**src/rtl/uart_pkg.sv**
```systemverilog
// Shared types and constants for the host-link UART (transmit now, receive later).
// Latency: n/a (declarations only).
// Backpressure: n/a.
package uart_pkg;

    typedef enum logic [1:0] {
        IDLE  = 2'd0,
        START = 2'd1,
        DATA  = 2'd2,
        STOP  = 2'd3
    } tx_state_e;

    localparam int WORD_BYTES = 4;
    localparam int DATA_BITS  = 8;

    // Width of a baud counter that runs 0..clks-1; never narrower than one bit.
    function automatic int cnt_width(input int clks);
        return (clks > 2) ? $clog2(clks) : 1;
    endfunction

endpackage

```
**src/rtl/uart_tx32_baud_gen.sv**
```systemverilog
// Bit-period timer: free-running 0..CLKS_PER_BIT-1 counter, one-cycle tick on the last count.
// Latency: tick on the CLKS_PER_BIT-th cycle after a clear.
// Backpressure: en low freezes the count (tick stays asserted if frozen on the last count).
// Ports: clk_i/rst_in clock and async active-low reset; clr synchronous clear (wins over en);
//        en count enable; tick high while the count equals CLKS_PER_BIT-1.
module baud_gen
    import uart_pkg::*;
#(
    parameter int CLKS_PER_BIT = 868
) (
    input  logic clk_i,
    input  logic rst_in,
    input  logic clr,
    input  logic en,
    output logic tick
);

    localparam int            CW   = cnt_width(CLKS_PER_BIT);
    localparam logic [CW-1:0] LAST = CW'(CLKS_PER_BIT - 1);

    logic [CW-1:0] cnt;

    always_ff @(posedge clk_i or negedge rst_in) begin
        if (!rst_in) begin
            cnt <= '0;
        end else if (clr) begin
            cnt <= '0;
        end else if (en) begin
            cnt <= (cnt == LAST) ? '0 : cnt + 1'b1;
        end
    end

    assign tick = (cnt == LAST);

endmodule

```
**src/rtl/uart_tx32.sv**
```systemverilog
// 32-bit word to four back-to-back 8N1 UART frames, least-significant byte first.
// Latency: start bit on tx_o the cycle after accept; word takes 40*CLKS_PER_BIT cycles.
// Backpressure: rdy_o low for the whole word; strobes while busy are dropped, not queued.
// Ports: clk_i, rst_in (async active low), data_i/stb_i/rdy_o word handshake, tx_o serial line.
// Optional UART_TX32_XONXOFF_EN: adds xon_i/xoff_i pulses that pause output between frames.
// CLKS_PER_BIT must be >= 2.
module uart_tx32
    import uart_pkg::*;
#(
    parameter int CLKS_PER_BIT = 868
) (
    input  logic        clk_i,
    input  logic        rst_in,
    input  logic [31:0] data_i,
    input  logic        stb_i,
    output logic        rdy_o,
`ifdef UART_TX32_XONXOFF_EN
    input  logic        xon_i,
    input  logic        xoff_i,
`endif
    output logic        tx_o
);

    localparam logic [2:0] LAST_BIT  = 3'(DATA_BITS - 1);
    localparam logic [1:0] LAST_BYTE = 2'(WORD_BYTES - 1);

    tx_state_e   state, state_nxt;
    logic [31:0] shreg, shreg_nxt;
    logic [2:0]  bit_idx, bit_nxt;
    logic [1:0]  byte_idx, byte_nxt;
    logic        tx_q, tx_nxt;
    logic        rdy_q, rdy_nxt;
    logic        baud_clr, baud_en, tick;
    logic        paused, paused_nxt;

`ifdef UART_TX32_XONXOFF_EN
    // xoff wins over a simultaneous xon.
    assign paused_nxt = xoff_i | (paused & ~xon_i);

    always_ff @(posedge clk_i or negedge rst_in) begin
        if (!rst_in) begin
            paused <= 1'b0;
        end else begin
            paused <= paused_nxt;
        end
    end
`else
    assign paused     = 1'b0;
    assign paused_nxt = 1'b0;
`endif

    baud_gen #(
        .CLKS_PER_BIT(CLKS_PER_BIT)
    ) u_baud (
        .clk_i (clk_i),
        .rst_in(rst_in),
        .clr   (baud_clr),
        .en    (baud_en),
        .tick  (tick)
    );

    always_comb begin
        state_nxt = state;
        shreg_nxt = shreg;
        bit_nxt   = bit_idx;
        byte_nxt  = byte_idx;
        baud_clr  = 1'b0;
        baud_en   = 1'b1;

        unique case (state)
            IDLE: begin
                // Keep the bit timer at 0 so the start bit gets a full period.
                baud_clr = 1'b1;
                if (stb_i && rdy_q) begin
                    shreg_nxt = data_i;
                    byte_nxt  = 2'd0;
                    bit_nxt   = 3'd0;
                    state_nxt = START;
                end
            end
            START: begin
                if (tick) begin
                    bit_nxt   = 3'd0;
                    state_nxt = DATA;
                end
            end
            DATA: begin
                if (tick) begin
                    shreg_nxt = {1'b0, shreg[31:1]};
                    if (bit_idx == LAST_BIT) begin
                        state_nxt = STOP;
                    end else begin
                        bit_nxt = bit_idx + 3'd1;
                    end
                end
            end
            STOP: begin
                if (tick) begin
                    if (byte_idx == LAST_BYTE) begin
                        state_nxt = IDLE;
                    end else if (paused) begin
                        // Freeze on the last count: tick stays high, so the
                        // next byte starts the cycle after the pause clears.
                        baud_en = 1'b0;
                    end else begin
                        byte_nxt  = byte_idx + 2'd1;
                        state_nxt = START;
                    end
                end
            end
            default: state_nxt = IDLE;
        endcase

        // Line and ready are registered from next-state so the pad never glitches.
        unique case (state_nxt)
            START:   tx_nxt = 1'b0;
            DATA:    tx_nxt = shreg_nxt[0];
            default: tx_nxt = 1'b1;
        endcase
        rdy_nxt = (state_nxt == IDLE) && !paused_nxt;
    end

    always_ff @(posedge clk_i or negedge rst_in) begin
        if (!rst_in) begin
            state    <= IDLE;
            shreg    <= '0;
            bit_idx  <= '0;
            byte_idx <= '0;
            tx_q     <= 1'b1;
            rdy_q    <= 1'b1;
        end else begin
            state    <= state_nxt;
            shreg    <= shreg_nxt;
            bit_idx  <= bit_nxt;
            byte_idx <= byte_nxt;
            tx_q     <= tx_nxt;
            rdy_q    <= rdy_nxt;
        end
    end

    assign tx_o  = tx_q;
    assign rdy_o = rdy_q;

endmodule

```
**config.mk**
```make
export PLATFORM = sky130hd
export DESIGN_NAME = uart_tx32
export DESIGN_NICKNAME = d
export VERILOG_FILES = /design/src/rtl/uart_pkg.sv /design/src/rtl/uart_tx32_baud_gen.sv /design/src/rtl/uart_tx32.sv
export SDC_FILE = /design/constraint.sdc
export NUM_CORES = 1
export LEC_CHECK = 0
export ABC_AREA = 1
export CORE_MARGIN = 3
export CORE_UTILIZATION = 53
export CTS_CLUSTER_SIZE = 28
export DETAILED_ROUTE_END_ITERATION = 10
export PLACE_DENSITY = 0.79
export REMOVE_ABC_BUFFERS = 1
export SLEW_MARGIN = 10
export SYNTH_ARGS = -nofsm -noshare
export SYNTH_HDL_FRONTEND = slang
export SYNTH_SLANG_ARGS = --single-unit
```
**constraint.sdc**
```tcl
create_clock -name clk_i -period 1.55 [get_ports clk_i]
set_input_delay 0.3875 -clock clk_i [delete_from_list [all_inputs] [get_ports clk_i]]
set_output_delay 0.3875 -clock clk_i [all_outputs]
set_load 0.05 [all_outputs]
```
==> metrics.md <==
| Metric | Value |
|---|---|
| Result of the run | finished, final reports clean |
| Setup violations, final | 0 |
| Endpoint of the most critical register-to-register path | shreg[14]$_DFFE_PN0P_ |
| Sequential-to-total area share from yosys stat | 52.1% |
| Met3 layer wire length in the routed design | 231 um |
| Clock tree buffer depth | 2 |
| Worst path required time | 1.74 ns |
| Post-synthesis mux area share | 0% |
| Kind of critical path | reg -> reg |
| Fraction of final layout cells with drive strength greater than 1 | 17.3% |
| Synth Warn # | 0 |
| Switch share | 32.4% |
| Die Area | 0.00548 mm^2 |
| Compound-cell area share of the yosys netlist | 4.74% |
| Clock transition at the register clock pins on the worst setup and hold paths after CTS | 0.09 ns |
| Share of power burned in the clock network | 23.1% |
| TritonCTS clock tree | yes |
| Min setup slack post-route | 0.0725 ns |
| Post-synthesis cell type count | 29 |
| Number of remaining DRC errors | 0 |
| Synth Area in Adders | 2.04% |
| Area share of xor/xnor cells in the synthesized design | 1.07% |
| Total routing usage reported by global routing | 19.6% |
| Core Rows | 24 |
| Top-level port count | 37 |
| Register-to-register setup slack | 0.07 ns |
| Category of the worst setup path capture point | register |
| Vertical extent of the die | 74.0 um |
| Utilization after layout | 72.1% |
| Master cell of the clock root buffer | clkbuf_8 |
| Fillcell total | 337 |
| Vias in the first global route | 2058 |
| Minimum setup slack after placement | -0.0824 ns |
| Proportion of netlist area held by the largest area contributor | 50.0% |
| Class of the tightest hold or removal check | in -> async |
| Total power divided by cell area | 1470 mW/mm^2 |
| Most common cell after layout, fill and taps aside | nand2_1 |
| Core region area | 0.00441 mm^2 |
| P&R area growth vs syn | 29.8% |
| Cell internal power dissipation | 3.16 mW |
| Final TNS setup | 0 ns |
| Number of buffers inserted during clock tree synthesis | 5 |
| Max cap viols | 0 |
| Pin count of the biggest net entering global routing | 52 |
| Routed met2 length | 2520 um |
| Antenna violations before repair | 0 |
| Worst setup path end | shreg[14]$_DFFE_PN0P_ |
| Average wire per cell in the routed design | 12.7 um |
| Total via count in the routed design | 2111 |
| Non-Filler Instances | 393 |
| Area fraction in and, or, nand and nor cells after synthesis | 34.2% |
| DPL Wire Length | 3550 um |
| Weighted congestion reported at the end of routability-driven placement | 0.840 |
| Post-synthesis cell type with the largest combined area | dfrtp_1 |
| Reg-to-reg startpoint | state[0]$_DFF_PN0_ |
| Total congestion overflow after global routing | 0 |
| Die Wd | 74.0 um |
| Count of clock tree sinks | 51 |
| DR vias/cell | 5.37 |
| Final worst path period need | 1.48 ns |
| Worst R2R Path Depth | 7 |
| Share of power burned in combinational logic | 31.7% |
| Residual antenna-violating net count after detailed routing | 0 |
| Period utilization | 95.3% |
| Number of cells in the design after placement | 383 |
| Count of inserted antenna diode cells | 0 |
| Leading cell types by total area after synthesis | dfrtp_1 50%, nand3_1 14%, nand2_1 13% |
| Largest family of logic cells by synthesized area | simple AND/OR/NAND/NOR gates |
| Actual slew at the worst max-slew pin | 0.340 ns |
| Number of iterations in the first detailed-routing pass | 4 |
| RSZ-0062 raised after global routing | yes |
| Leakage | 1.48 nW |
| Initial core utilization | 55.6% |
| Source of the critical timing path | state[0]$_DFF_PN0_ |
| Cell area after technology mapping | 0.00245 mm^2 |
| Max Clock Freq | 677 MHz |
| Relative contribution of sequential cells to total power | 45.2% |
| Count of mapped cells out of synthesis | 289 |
| Flop and latch count out of synthesis | 51 |
| Metal1 wirelength | 2200 um |
| Top library cells by usage in the layout, fill and taps aside | 81 x nand2_1, 64 x nand3_1, 48 x dfrtp_1, 33 x clkdlybuf4s50_1, 17 x buf_4 |
| Final count of pins violating max slew | 0 |
| Final hold violation count | 0 |
| Worst-path maximum fanout | 10 |
| Count of nets after finishing | 379 |
| Power dissipated by switching net loads | 1.51 mW |
| H-tree Lvls | 2 |
| Design Power | 4.67 mW |
| Average instance area after synthesis | 8.49 um^2 |
| Drt initial violations | 133 |
| Final Routed Wirelength | 5010 um |
| Max Clock Skew | 0.00512 ns |
| Maximum vdd ir drop | 1.03 mV |
| Wire length of the first global-routing pass | 8460 um |
| Critical path data arrival time | 1.66 ns |
| Top routing layer in use | met4 |
| Startpoint kind of the worst setup timing path | register |
| Max_slew headroom | 77.1% |
| Count of buffers inserted at the top-level ports | 36 |
| Source-to-sink clock delay at the later pin of the worst-skew pair | 0.30 ns |
[synth_stat cells]
master and instances:
nand2_1 85, nand3_1 68, dfrtp_1 49, inv_1 15, nor2_1 10, buf_2 7, o21ai_1 6, nor3_1 5
ha_1 4, inv_2 4, o21ai_0 4, a21oi_1 3, nor2_4 3, xor2_1 3, a31oi_1 2, buf_1 2
buf_6 2, dfstp_2 2, nand4_1 2, nor2_2 2, nor3_2 2, o211ai_1 2, a22oi_1 1, inv_4 1
nand2_2 1, nand3_2 1, nand4_4 1, o21a_1 1, o21ai_2 1
[power groups by stage]
stage	combinational, mW	clock (mW)	sequential, mW
2_1_floorplan	0.802	0	2.15
3_3_place_gp	1.38	0	2.11
3_5_place_dp	1.44	0	2.13
4_1_cts	1.44	1.11	2.11
5_1_grt	1.67	1.14	2.17
6_report	1.48	1.08	2.11
[per-stage QoR]
step | hold WS, ns | instance area, um^2
finish | 0.0556 | 3180
global route | 0.0626 | 3180
CTS | 0.0531 | 3110
detailed placement | 0.396 | 2980
global placement | 0.397 | 2980
floorplan | 0.0919 | 2390
[logic make-up after synthesis]
logic type	Yosys count
and+or+nand+nor	180
DFF	51
buffers and inverters	31
AOI/OAI and AO/OA	20
adders and majority gates	4
xor gates and xnor gates	3
[metal layers]
layer | track usage [%] | up-vias
met5 | 0 | -
met4 | 5.84 | 0
met3 | 4.86 | 7
met2 | 33.9 | 49
met1 | 24.2 | 995
li1 | - | 1060
[worst min-delay path by stage]
stage | to | slack [ns] | cells after the start
finish | u_baud.cnt[6]$_DFF_PN0_ | 0.06 | 2
global route | u_baud.cnt[6]$_DFF_PN0_ | 0.06 | 2
CTS | u_baud.cnt[6]$_DFF_PN0_ | 0.05 | 2
detailed placement | u_baud.cnt[6]$_DFF_PN0_ | 0.40 | 2
global placement | u_baud.cnt[5]$_DFF_PN0_ | 0.40 | 2
floorplan | bit_idx[0]$_DFFE_PN0P_ | 0.09 | 0
[cell type report]
cell class / count / area [um^2] / share of cell area [%]
flip-flops and latches: 51 / 1280 / 40.2
multi-input cells: 207 / 1080 / 34.0
repair buffers: 55 / 543 / 17.1
inverters: 20 / 80.1 / 2.52
clock buffers: 6 / 72.6 / 2.28
well taps: 52 / 65.1 / 2.04
clock inverters: 2 / 60.1 / 1.89
[timing repair]
action                     CTS  global route
setup buffers                0             2
hold buffers                 0             0
resized for setup            0            15
setup endpoints to repair    0            42
[worst max-delay path, cell delays in order (launching register included)]
cell and delay (ns):
dfrtp_2 0.46, inv_1 0.12, nand2_1 0.13, inv_2 0.11
nand4_4 0.17, buf_4 0.22, nand3_1 0.07, nand3_1 0.07
[sequential cells by signal (all words and copies together), names as in the netlist]
| signal | count |
|---|---|
| bit_idx | 3 |
| byte_idx | 2 |
| rdy_o | 1 |
| shreg | 32 |
| state | 2 |
| tx_o | 1 |
| u_baud.cnt | 10 |
No activity file was read; power rests on OpenSTA's default activity.
==> edit 1, RTL diff (same settings) <==
Add a define of `UART_TX32_XONXOFF_EN`.
--- a/src/rtl/uart_tx32.sv
+++ b/src/rtl/uart_tx32.sv
@@ -4,6 +4,8 @@
 // Ports: clk_i, rst_in (async active low), data_i/stb_i/rdy_o word handshake, tx_o serial line.
 // Optional UART_TX32_XONXOFF_EN: adds xon_i/xoff_i pulses that pause output between frames.
 // CLKS_PER_BIT must be >= 2.
+`define UART_TX32_XONXOFF_EN
+
 module uart_tx32
     import uart_pkg::*;
 #(
Ports: changed (added xoff_i and xon_i); port bits go from 37 to 39. No check against the original RTL was run, so the function may have changed too.
==> edit 1 against the unedited design <==
  * The flow now finishes with violations (setup timing)
  * Clock skew up 1.7 ps
  * Synthesized cell count increased by 7.3%
  * Total power down 4.4%
  * Area after synthesis rose by 3.3%
  * Sequential cell count rose by 1
  * Routed wire length grew 25%
  * Cell area grew 8.5%
  * Maximum frequency is 8.6% lower
  * Setup slack worse by 140 ps
  * Clock power shrank 16%
  * Highest routed layer unchanged
==> edit 1: results (changes against the unedited design) <==
| Metric | Value |
|---|---|
| Commonest cells post-synth | `sky130_fd_sc_hd__nand2_1 (95), sky130_fd_sc_hd__nand3_1 (70), sky130_fd_sc_hd__dfrtp_1 (50), sky130_fd_sc_hd__inv_1 (21), sky130_fd_sc_hd__nor2_1 (12)` |
| Critical Path AT | `1800 ps (+140 ps)` |
| Setup-violating endpoint count in the final report | `30 (+30)` |
| Met1 wire length | `2.53 mm (+15%)` |
| Leak Pwr | `1.59 nW (+7.1%)` |
| Wire length of the first global-routing pass | `9.33 mm (+10%)` |
| Number of buffers on the longest clock path | `2 (unchanged)` |
| Detailed-routed wire length on met3 | `356 um (+54%)` |
| Overall global routing resource usage | `0.214 (+0.0185)` |
| Worst Setup Slack post-DPL | `-131 ps (-48.2 ps)` |
| HPWL after detailed placement | `3.99 mm (+12%)` |
| Number of iterations in the first detailed-routing pass | `6 (+2)` |
| Placed Instances | `407 (+6.3%)` |
| Post-placement cell area | `0.00313 mm2 (+5.2%)` |
| Number of instances in the synthesized netlist | `310 (+7.3%)` |
| Via count of the routed design | `2,369 (+12%)` |
| Number of non-filler instances in the completed layout | `418 (+6.4%)` |
| CTS buffer count | `5 (unchanged)` |
| Overflow left after global routing | `0 (unchanged)` |
| Count of input and output buffers | `38 (+5.6%)` |
| Maximum ir drop on the vdd rail | `0.641 mV (-38%)` |
| Crit path max fanout | `26 (+16)` |
| Fraction of the yosys area taken by sequential cells | `0.515 (-0.00686)` |
| Outcome | `complete, but fails checks` |
| Wirelength per Cell | `14.9 um (+17%)` |
| Prevailing post-synth register cell | `sky130_fd_sc_hd__dfrtp_1` |
| Number of library cell types mapped by synthesis | `31 (+6.9%)` |
| Ant diodes | `0 (unchanged)` |
| Cell with the largest stage delay on the worst path | `sky130_fd_sc_hd__dfrtp_1` |
| Iter 0 DRT Violations | `64 (-52%)` |
| Largest stage delay on the critical path | `520 ps (+60 ps)` |
| DR WL met2 | `3.22 mm (+28%)` |
| Routability congestion estimate | `0.862 (+2.5%)` |
| Most area-consuming cells after synthesis | `sky130_fd_sc_hd__dfrtp_1 (49%), sky130_fd_sc_hd__nand2_1 (14%), sky130_fd_sc_hd__nand3_1 (14%), sky130_fd_sc_hd__inv_1 (3.1%), sky130_fd_sc_hd__dfstp_2 (2.1%)` |
| Clock skew | `6.80 ps (+1.68 ps)` |
| Clock root buffer | `sky130_fd_sc_hd__clkbuf_8` |
| Final setup margin | `-66.7 ps (-139 ps)` |
| Violations in the final reports | `setup timing` |
| Worst slew margin relative to its limit | `0.682 (-0.0888)` |
| Vias in the first global route | `2,122 (+3.1%)` |
| Top cell family by delay on the critical path | `simple AND/OR/NAND/NOR gates` |
| Share of cells above drive strength 1 | `0.210 (+0.0374)` |
| Maximum number of pins on one net before global-route repair | `53 (+1.9%)` |
-- edit 1: changes by cell type after synthesis, moves of 3 or more --
| cell | before | now |
|---|---|---|
| sky130_fd_sc_hd__inv_1 | 15 | 21 |
| sky130_fd_sc_hd__xor2_1 | 3 | 0 |
| sky130_fd_sc_hd__nand2_1 | 85 | 95 |
| sky130_fd_sc_hd__a21oi_1 | 3 | 6 |
-- edit 1: report_power, final --
part | switching, mW | internal [mW] | total, mW
registers | 0.370 | 1.88 | 2.25
logic | 0.659 | 0.640 | 1.30
clock network | 0.431 | 0.480 | 0.911
-- edit 1: per-stage QoR --
step | TNS [ps] | hold WS (ps) | power [mW]
floorplan | -21040 | 91.9 | 2.86
global placement | -1440 | 394 | 3.28
detailed placement | -1670 | 398 | 3.37
CTS | -25.4 | 62.6 | 4.30
global route | -4340 | 71.6 | 4.74
finish | -814 | 52.9 | 4.46
-- edit 1: final cells by class --
| cell class | instances | area, um2 |
|---|---|---|
| sequential | 52 | 1300 |
| multi-input combinational | 220 | 1210 |
| fill | 332 | 1020 |
| timing repair buffer | 61 | 667 |
| inverter | 25 | 98.8 |
| clock buffer | 6 | 72.6 |
| tap | 52 | 65.1 |
| clock inverter | 2 | 35.0 |
-- edit 1: logic make-up (layout without fill, tap and decap cells) --
family	after synthesis	in the layout	synth area share
AOI/OAI and AO/OA	24	24	0.0578
adders and majority gates	4	4	0.0198
buffers and inverters	38	94	0.0657
DFF	52	52	0.515
and+or+nand+nor	192	192	0.342
-- edit 1: final timing paths --
path | from | end | slack (ps) | cells past startpoint
max in group asynchronous | rst_in | tx_o$_DFF_PN1_ | 1230 | 2
setup / recovery | state[1]$_DFF_PN0_ | shreg[4]$_DFFE_PN0P_ | -70 | 6
setup reg to reg | state[1]$_DFF_PN0_ | shreg[4]$_DFFE_PN0P_ | -70 | 6
hold reg to reg | byte_idx[0]$_DFFE_PN0P_ | byte_idx[0]$_DFFE_PN0P_ | 490 | 1
hold / removal | rst_in | shreg[30]$_DFFE_PN0P_ | 50 | 2
min in group clk_i | byte_idx[0]$_DFFE_PN0P_ | byte_idx[0]$_DFFE_PN0P_ | 490 | 1
-- edit 1: worst reg2reg max path, stage by stage, from the launching register on --
cell	delay, ps
sky130_fd_sc_hd__dfrtp_1	520
sky130_fd_sc_hd__inv_1	160
sky130_fd_sc_hd__nor2_1	240
sky130_fd_sc_hd__nand3_4	190
sky130_fd_sc_hd__buf_12	220
sky130_fd_sc_hd__nand3_1	100
sky130_fd_sc_hd__nand3_1	80
-- edit 1: repair_timing --
action	in CTS	in global routing
buffers inserted	1	0
setup endpoints to repair	10	47
cloned	0	2
resized for setup	6	37
pin swaps	1	5
-- edit 1: layer usage --
layer	vias up	track usage
li1	1133	-
met1	1122	0.284
met2	99	0.346
met3	15	0.0481
met4	0	0.0777
met5	-	0
==> edit 2, RTL diff (same flow settings) <==
Without the edit above. Put one more register stage on the output `tx_o`. The value now appears one clock later. The other outputs are not delayed to match. Comments in the files are not updated.
--- a/src/rtl/uart_tx32.sv
+++ b/src/rtl/uart_tx32.sv
@@ -138,7 +138,9 @@
         end
     end
 
-    assign tx_o  = tx_q;
+    always_ff @(posedge clk_i) begin
+        tx_o <= tx_q;
+    end
     assign rdy_o = rdy_q;
 
 endmodule
Check against the original RTL: not equivalent (a bounded check fails within 4 cycles, from zero or initial values and one cycle with rst_in low).
==> edit 2 against the unedited design <==
  * Area after synthesis rose by 3.6%
  * Total power barely moved
  * Combinational power rose by 16%
  * Routed wire length rose by 6.3%
  * Die area rose by 3.3%
  * Sequential cell count rose by 1
  * Cell area rose by 2.2%
  * Setup slack improved by 6.9 ps
==> edit 2: results (changes against the unedited design) <==
| Metric | Value |
|---|---|
| Overall global routing resource usage | `0.197 (+0.00164)` |
| Maximum number of pins on one net before global-route repair | `52 (unchanged)` |
| Critical Path AT | `1660 ps (about the same)` |
| Hold Crit Class | `in2async` |
| Worst Max-Slew Pin Slew | `271 ps (-69.5 ps)` |
| Wirelength per Cell | `14.1 um (+11%)` |
| Fraction of the yosys area taken by sequential cells | `0.511 (-0.0104)` |
| Most area-consuming cells after synthesis | `sky130_fd_sc_hd__dfrtp_1 (48%), sky130_fd_sc_hd__nand2_1 (14%), sky130_fd_sc_hd__a22oi_1 (5.9%), sky130_fd_sc_hd__a22oi_2 (4.9%), sky130_fd_sc_hd__nor2_1 (3.1%)` |
| Initial antenna violation count | `0 (unchanged)` |
| Count of input and output buffers | `36 (unchanged)` |
| Final net count | `363 (-4.2%)` |
| Number of levels in the clock H-tree | `2 (unchanged)` |
| Vias in the first global route | `1,935 (-6.0%)` |
| Clock root buffer | `sky130_fd_sc_hd__clkbuf_8` |
| Routability congestion estimate | `0.769 (-8.5%)` |
| Top cell family by delay on the critical path | `flip-flops` |
| Ant diodes | `0 (unchanged)` |
| Cell with the largest stage delay on the worst path | `sky130_fd_sc_hd__dfrtp_1` |
| Wire length of the first global-routing pass | `8.49 mm (+0.40%)` |
| Largest stage delay on the critical path | `390 ps (-70 ps)` |
| Share of cells above drive strength 1 | `0.228 (+0.0554)` |
| R2R depth | `8 (+1)` |
| Number of iterations in the first detailed-routing pass | `4 (unchanged)` |
| Outcome | `finished, final reports clean` |
| Async set or reset register ratio after synthesis | `0.981 (-0.0192)` |
| Crit path max fanout | `30 (+20)` |
| Clock skew | `8.45 ps (+3.33 ps)` |
| Commonest cells post-synth | `sky130_fd_sc_hd__nand2_1 (98), sky130_fd_sc_hd__dfrtp_1 (49), sky130_fd_sc_hd__nor2_1 (21), sky130_fd_sc_hd__a22oi_1 (20), sky130_fd_sc_hd__inv_1 (12)` |
| CTS buffer count | `5 (unchanged)` |
| Maximum ir drop on the vdd rail | `0.740 mV (-28%)` |
| HPWL after detailed placement | `3.52 mm (-0.99%)` |
| Number of buffers on the longest clock path | `2 (unchanged)` |
| Largest regs | `shreg: 32 flops, u_baud.cnt: 10 flops, bit_idx: 3 flops` |
| Number of library cell types mapped by synthesis | `34 (+17%)` |
| Worst Setup Slack post-DPL | `-158 ps (-75.3 ps)` |
| Total of warnings raised by yosys | `0 (unchanged)` |
| Clk_lat worst skew | `310 ps` |
| Via count of the routed design | `2,022 (-4.2%)` |
| Iter 0 DRT Violations | `95 (-29%)` |
| Leak Pwr | `1.49 nW (+0.65%)` |
| Clk slew on worst S/H paths | `90 ps (about the same)` |
-- edit 2: changes by cell type in the layout (fill, tap and decap cells not counted), sizes merged, moves of 4 or more --
cell,before,now
a22oi,1,30
buf,22,17
inv,20,16
nand2,86,103
nand3,69,8
nor2,15,25
o21ai,11,6
-- edit 2: logic make-up after synthesis --
kind of cell / after synthesis / share of synthesized area
xor gates and xnor gates: 2 / 0.00689
buffers and inverters: 24 / 0.0532
adders and majority gates: 4 / 0.0197
and+or+nand+nor: 148 / 0.262
AOI/OAI and AO/OA: 45 / 0.147
DFF: 52 / 0.511
-- edit 2: path summary, 6_finish.rpt --
path,start,endpoint,slack (ps)
setup / recovery,u_baud.cnt[0]$_DFF_PN0_,shreg[25]$_DFFE_PN0P_,80
hold / removal,rst_in,u_baud.cnt[0]$_DFF_PN0_,50
setup reg to reg,u_baud.cnt[0]$_DFF_PN0_,shreg[25]$_DFFE_PN0P_,80
hold reg to reg,tx_q$_DFF_PN1_,tx_o$_DFF_P_,400
max in group asynchronous,rst_in,tx_q$_DFF_PN1_,1210
min in group clk_i,tx_q$_DFF_PN1_,tx_o$_DFF_P_,400
-- edit 2: metrics by stage --
step	cells	instance area (um2)	hold WS, ps
floorplan	266	2460	91.9
global placement	364	3030	386
detailed placement	364	3030	390
CTS	371	3110	66.9
global route	376	3250	60.8
finish	376	3250	53.5
-- edit 2: repair_timing --
| item | in CTS | in global routing |
|---|---|---|
| hold buffers | 0 | 0 |
| endpoints found under the setup margin | 0 | 40 |
| gates resized for setup | 0 | 20 |
| buffers inserted | 0 | 4 |
-- edit 2: where the power goes --
group	total, mW	internal (mW)	switching, mW
registers	2.19	1.85	0.342
logic	1.71	0.819	0.889
clock network	0.770	0.315	0.454
total	4.67	2.98	1.69
-- edit 2: metal layers --
layer  GRT usage  vias up  wire, um
met5           0        -         0
met4      0.0738        0        51
met3      0.0307        5       202
met2       0.317       41      2650
met1       0.272      974      2420
li1            -     1002         -
-- edit 2: worst register-to-register path, delay by kind of cell, from the launching register on --
kind | cells | cell delay, ps
adders and majority gates | 1 | 230
buffers and inverters | 2 | 250
DFF | 1 | 390
AOI/OAI and AO/OA | 1 | 170
and+or+nand+nor | 4 | 320
-- edit 2: layout make-up --
type | count | area (um2)
Fill cell | 341 | 1250
Timing Repair Buffer | 51 | 568
Clock buffer | 5 | 68.8
Inverter | 15 | 56.3
Clock inverter | 2 | 16.3
Tap cell | 52 | 65.1
Sequential cell | 52 | 1300
Multi-Input combinational cell | 199 | 1180
